<file path="config.mk">
export PLATFORM = sky130hd
export DESIGN_NAME = fifo_stream_reader
export DESIGN_NICKNAME = d
export VERILOG_FILES = /design/src/rtl/fifo_rd_pkg.sv /design/src/rtl/stream_skid2.sv /design/src/rtl/fifo_stream_reader.sv
export SDC_FILE = /design/constraint.sdc
export NUM_CORES = 1
export LEC_CHECK = 0
export CAP_MARGIN = 25
export CORE_ASPECT_RATIO = 1.25
export CORE_MARGIN = 2
export CORE_UTILIZATION = 30
export CTS_BUF_LIST = sky130_fd_sc_hd__clkbuf_4 sky130_fd_sc_hd__clkbuf_8
export DETAILED_ROUTE_END_ITERATION = 16
export MAX_ROUTING_LAYER = met4
export PLACE_DENSITY = 0.57
export SLEW_MARGIN = 30
export SYNTH_ARGS = -nofsm -noshare
export SYNTH_HDL_FRONTEND = slang
export SYNTH_SLANG_ARGS = --single-unit
</file>
<file path="constraint.sdc">
create_clock -name clk -period 2.7 [get_ports clk]
set_clock_uncertainty 0.1 [all_clocks]
set_input_delay 0.27 -clock clk [delete_from_list [all_inputs] [get_ports clk]]
set_output_delay 0.27 -clock clk [all_outputs]
set_load 0.01 [all_outputs]
</file>
<file path="src/rtl/fifo_rd_pkg.sv">
// Shared constants and occupancy-state encoding for the fifo stream reader.
`timescale 1ns/1ps
package fifo_rd_pkg;
   localparam int unsigned WIDTH_DEFAULT = 16;
   localparam int unsigned CNT_W_DEFAULT = 16;
   localparam int unsigned OCC_W         = 2;
   localparam int unsigned LVL_W         = OCC_W + 1;

   localparam logic [OCC_W-1:0] OCC_EMPTY = 2'd0;
   localparam logic [OCC_W-1:0] OCC_ONE   = 2'd1;
   localparam logic [OCC_W-1:0] OCC_TWO   = 2'd2;

   typedef enum logic [OCC_W-1:0] {
      ST_EMPTY = OCC_EMPTY,
      ST_ONE   = OCC_ONE,
      ST_TWO   = OCC_TWO
   } occ_state_e;
endpackage

</file>
<file path="src/rtl/stream_skid2.sv">
// Two-entry in-order output buffer; entry 0 is always the head presented downstream.
`timescale 1ns/1ps
module stream_skid2
   import fifo_rd_pkg::*;
#(
   parameter int unsigned Width = WIDTH_DEFAULT
) (
   input  logic             clk,
   input  logic             rst,
   input  logic             push_i,
   input  logic [Width-1:0] push_data_i,
   input  logic             pop_i,
   output logic [OCC_W-1:0] occ_o,
   output logic [Width-1:0] head_o
);
   occ_state_e       state_q, state_d;
   logic [Width-1:0] ent0_q, ent0_d;
   logic [Width-1:0] ent1_q, ent1_d;

   always_ff @(posedge clk or negedge rst) begin
      if (!rst) begin
         state_q <= ST_EMPTY;
         ent0_q  <= '0;
         ent1_q  <= '0;
      end else begin
         state_q <= state_d;
         ent0_q  <= ent0_d;
         ent1_q  <= ent1_d;
      end
   end

   // Capture lands at the tail, pop shifts the tail into the head.
   always_comb begin
      state_d = state_q;
      ent0_d  = ent0_q;
      ent1_d  = ent1_q;
      unique case (state_q)
         ST_EMPTY: begin
            if (push_i) begin
               state_d = ST_ONE;
               ent0_d  = push_data_i;
            end
         end
         ST_ONE: begin
            if (push_i && pop_i) begin
               ent0_d = push_data_i;
            end else if (push_i) begin
               state_d = ST_TWO;
               ent1_d  = push_data_i;
            end else if (pop_i) begin
               state_d = ST_EMPTY;
            end
         end
         ST_TWO: begin
            if (pop_i) begin
               ent0_d = ent1_q;
               if (push_i) ent1_d = push_data_i;
               else        state_d = ST_ONE;
            end
         end
         default: state_d = ST_EMPTY;
      endcase
   end

   assign occ_o  = OCC_W'(state_q);
   assign head_o = ent0_q;
endmodule

</file>
<file path="src/rtl/fifo_stream_reader.sv">
// Drains the sync fifo into a valid/ready stream at one word per cycle.
// Optional delivered-word counter (rd_count) enabled by FIFO_RD_CNT_EN.
`timescale 1ns/1ps
module fifo_stream_reader
   import fifo_rd_pkg::*;
#(
   parameter int unsigned Width = WIDTH_DEFAULT
`ifdef FIFO_RD_CNT_EN
   ,parameter int unsigned CNT_W = CNT_W_DEFAULT
`endif
) (
   input  logic             clk,
   input  logic             rst,
   input  logic             fifo_empty,
   input  logic [Width-1:0] fifo_d_out,
   output logic             fifo_read_en,
   output logic [Width-1:0] m_data,
   output logic             m_valid,
   input  logic             m_ready
`ifdef FIFO_RD_CNT_EN
   ,output logic [CNT_W-1:0] rd_count
`endif
);
   logic             inflight_q;
   logic             pop;
   logic [OCC_W-1:0] occ;
   logic [LVL_W-1:0] level;

   stream_skid2 #(.Width(Width)) u_skid (
      .clk        (clk),
      .rst        (rst),
      .push_i     (inflight_q),
      .push_data_i(fifo_d_out),
      .pop_i      (pop),
      .occ_o      (occ),
      .head_o     (m_data)
   );

   assign m_valid = (occ != OCC_EMPTY);
   assign pop     = m_valid & m_ready;

   // Words that will occupy the buffer after this edge; issue only if one slot stays free.
   assign level        = LVL_W'(occ) + LVL_W'(inflight_q) - LVL_W'(pop);
   assign fifo_read_en = rst & ~fifo_empty & (level < LVL_W'(2));

   always_ff @(posedge clk or negedge rst) begin
      if (!rst) inflight_q <= 1'b0;
      else      inflight_q <= fifo_read_en;
   end

   a_no_overflow: assert property (@(posedge clk) disable iff (!rst)
      (LVL_W'(occ) + LVL_W'(inflight_q)) <= LVL_W'(2));

`ifdef FIFO_RD_CNT_EN
   logic [CNT_W-1:0] rd_count_q;

   always_ff @(posedge clk or negedge rst) begin
      if (!rst)     rd_count_q <= '0;
      else if (pop) rd_count_q <= rd_count_q + CNT_W'(1);
   end

   assign rd_count = rd_count_q;
`endif
endmodule
</file>
==> results.json <==
{
  "synthArstFlopShare": 1.00,
  "grt_overflow": 0,
  "crit_family": "simple AND/OR/NAND/NOR gates",
  "vias": 1051,
  "wl_um": 3400,
  "synthTopCellsByArea": "dfrtp_1 (53%), mux2_2 (27%), mux2_4 (7.3%), buf_6 (2.1%), fa_1 (1.2%)",
  "critPathCaptureType": "primary output",
  "min_period_ps": 2570,
  "die_y_um": 86.8,
  "drc_errors": 0,
  "ys_seq_area_frac": 0.533,
  "yosys_warnings": 0,
  "p_per_area_nw_per_um2": 994,
  "yosysMostFrequentCell": "mux2_2",
  "power_leakage_nw": 0.940,
  "worst_pin_slew_ps": 631,
  "die-area_um2": 6090,
  "cts_buffers": 5,
  "fin_area_um2": 2210,
  "crit_type": "reg2out",
  "slowest_stage": "fa_1",
  "numClockSinks": 35,
  "vdd_drop_max_mv": 0.359,
  "finalWorstSetupSlack_ps": 125,
  "area_growth_pct": 34.5,
  "syn-instance-count": 107,
  "dp_slack_ps": -254,
  "cts_tree": "built",
  "firstDrtPassIters": 4,
  "critPathArrivalTime_ps": 2200,
  "ios": 38,
  "final_antenna_net_count": 0,
  "fillers": 510,
  "status": "finished, final reports clean",
  "max_stage_delay_ps": 420,
  "final_util": 0.412,
  "synth_top_area_share": 0.533,
  "post_cts.repair.setup_buffers": 0,
  "grt_max_degree": 36,
  "grt_pass1_wl_um": 5640,
  "io_buffers": 37,
  "yosysTopAreaCell": "dfrtp_1",
  "post_drt_wl_per_cell_um": 15.5,
  "final_nets": 177,
  "hpwl_um": 2340,
  "ctsHtreeMaxLevel": 2,
  "syn_area_um2": 1640,
  "clk_pin_slew_worst_paths_ps": 70,
  "viasPerCell": 4.78,
  "ys.flop_type": "dfrtp_1",
  "grt_pass1_vias": 1172,
  "finalSetupViolCount": 0,
  "syn_nets": 128,
  "slew_violations": 0,
  "rows": 30,
  "finalCritPeriodShare": 0.954,
  "antenna_found_initial": 0,
  "max-cap-violations": 0,
  "ys_seq_elements": 35,
  "synth_edf_count": 0,
  "crit_fanout": 5,
  "path_buf_inv": 1,
  "drt_iter0_drc": 32,
  "crit_path_start_kind": "flop",
  "hold_violations": 0,
  "clk_path_buf_depth": 2,
  "placed_area_um2": 2110,
  "cts-root-buf": "clkbuf_8",
  "synth_top_cells_by_count": "mux2_2 (39), dfrtp_1 (35), mux2_4 (8), buf_6 (3)",
  "relSlewSlack": 0.579,
  "crit_path_cell_trace": "nand2b_2 -> nor2_1 -> o21ai_0 -> fa_1 -> xor2_1 -> nor3_2 -> clkdlybuf4s15_1",
  "max_freq_mhz": 388,
  "grt_usage": 0.125,
  "rsz0062_at_grt": "no",
  "synth_cell_types": 22,
  "gp_congestion": 0.689,
  "initial_core_util": 0.306,
  "clk_latency_ps": 280,
  "antenna_cells": 0,
  "coreArea_um2": 5370,
  "syn_avg_cell_area_um2": 15.4,
  "layout-drive-gt1-share": 0.442,
  "fp.dieW_um": 70.2,
  "worstPathRequired_ps": 2330,
  "min_path_type": "reg2reg"
}
## area by class of cell
| type | count | area, um^2 | area share |
|---|---|---|---|
| clock buffers | 6 | 82.6 | 0.0374 |
| clock inverters | 1 | 5.00 | 0.00226 |
| inverters | 1 | 3.75 | 0.00170 |
| multi-input cells | 67 | 728 | 0.329 |
| flip-flops and latches | 35 | 876 | 0.396 |
| well taps | 64 | 80.1 | 0.0362 |
| repair buffers | 46 | 435 | 0.197 |
## what timing repair did
item                       CTS  global route
setup endpoints to repair    1             1
resized for setup            1             2
hold buffers                 1             0
hold endpoints to repair    35             0
## layer usage
metal / routed length [um] / GRT usage
met5: 0 / -
met4: 53 / 0.0472
met3: 231 / 0.0430
met2: 1760 / 0.207
met1: 1360 / 0.141
## final timing paths
kind | start | end | slack [ps] | cells past startpoint
min | u_skid.ent1_q[15] | u_skid.ent1_q[15] | 390 | 1
max in group asynchronous | rst | u_skid.ent1_q[9] | 1690 | 3
max reg2reg | u_skid.occ_o[0] | u_skid.ent1_q[8] | 740 | 4
min in group asynchronous | rst | u_skid.ent1_q[15] | 500 | 3
min reg2reg | u_skid.ent1_q[15] | u_skid.ent1_q[15] | 390 | 1
max | u_skid.occ_o[0] | fifo_read_en | 130 | 7
## logic make-up (layout without fill, tap and decap cells)
kind of cell / count (synthesis) / in the layout / synth area share
AO/OA/AOI/OAI: 7 / 7 / 0.0396
XOR/XNOR: 1 / 1 / 0.00533
adder cells (fa/ha/maj): 1 / 1 / 0.0122
buffers and inverters: 5 / 54 / 0.0274
flip-flops: 35 / 35 / 0.533
multiplexers: 48 / 48 / 0.347
AND/OR/NAND/NOR: 10 / 10 / 0.0358
## power by group
part / switching (mW) / leakage [nW] / total (mW) / internal, mW
Combinational: 0.316 / 0.469 / 0.911 / 0.595
Clock: 0.170 / 0.0470 / 0.370 / 0.200
Sequential: 0.137 / 0.424 / 0.916 / 0.779
Total: 0.624 / 0.940 / 2.20 / 1.57
## metrics by stage
step	hold WS, ps	total power, mW	setup TNS [ps]	cells
global route	419	2.34	0	220
finish	394	2.20	0	220
CTS	400	2.23	0	220
global placement	279	1.80	-51.4	212
floorplan	-126	1.43	0	107
detailed placement	288	1.85	-254	212
## registers in the layout (all words and copies together), names as in the netlist
register and flops:
u_skid.occ_o 2, u_skid.ent1_q 16, u_skid.head_o 16, inflight_q 1
## worst register-to-register path, stage by stage (launching register included)
cell      delay [ps]
dfrtp_1          410
nand2b_2         190
buf_4            230
o22ai_4          500
mux2_2           410
## placed cells by master (no fill, tap or decap), drive strengths merged, types with 2 or more instances in the layout
cell type      instances
mux2                  48
nand2                  2
nand2b                 3
dfrtp                 35
o22ai                  4
clkdlybuf4s50         35
clkbuf                 6
nor2b                  2
buf                    9
No activity file was read; power rests on OpenSTA's default activity.
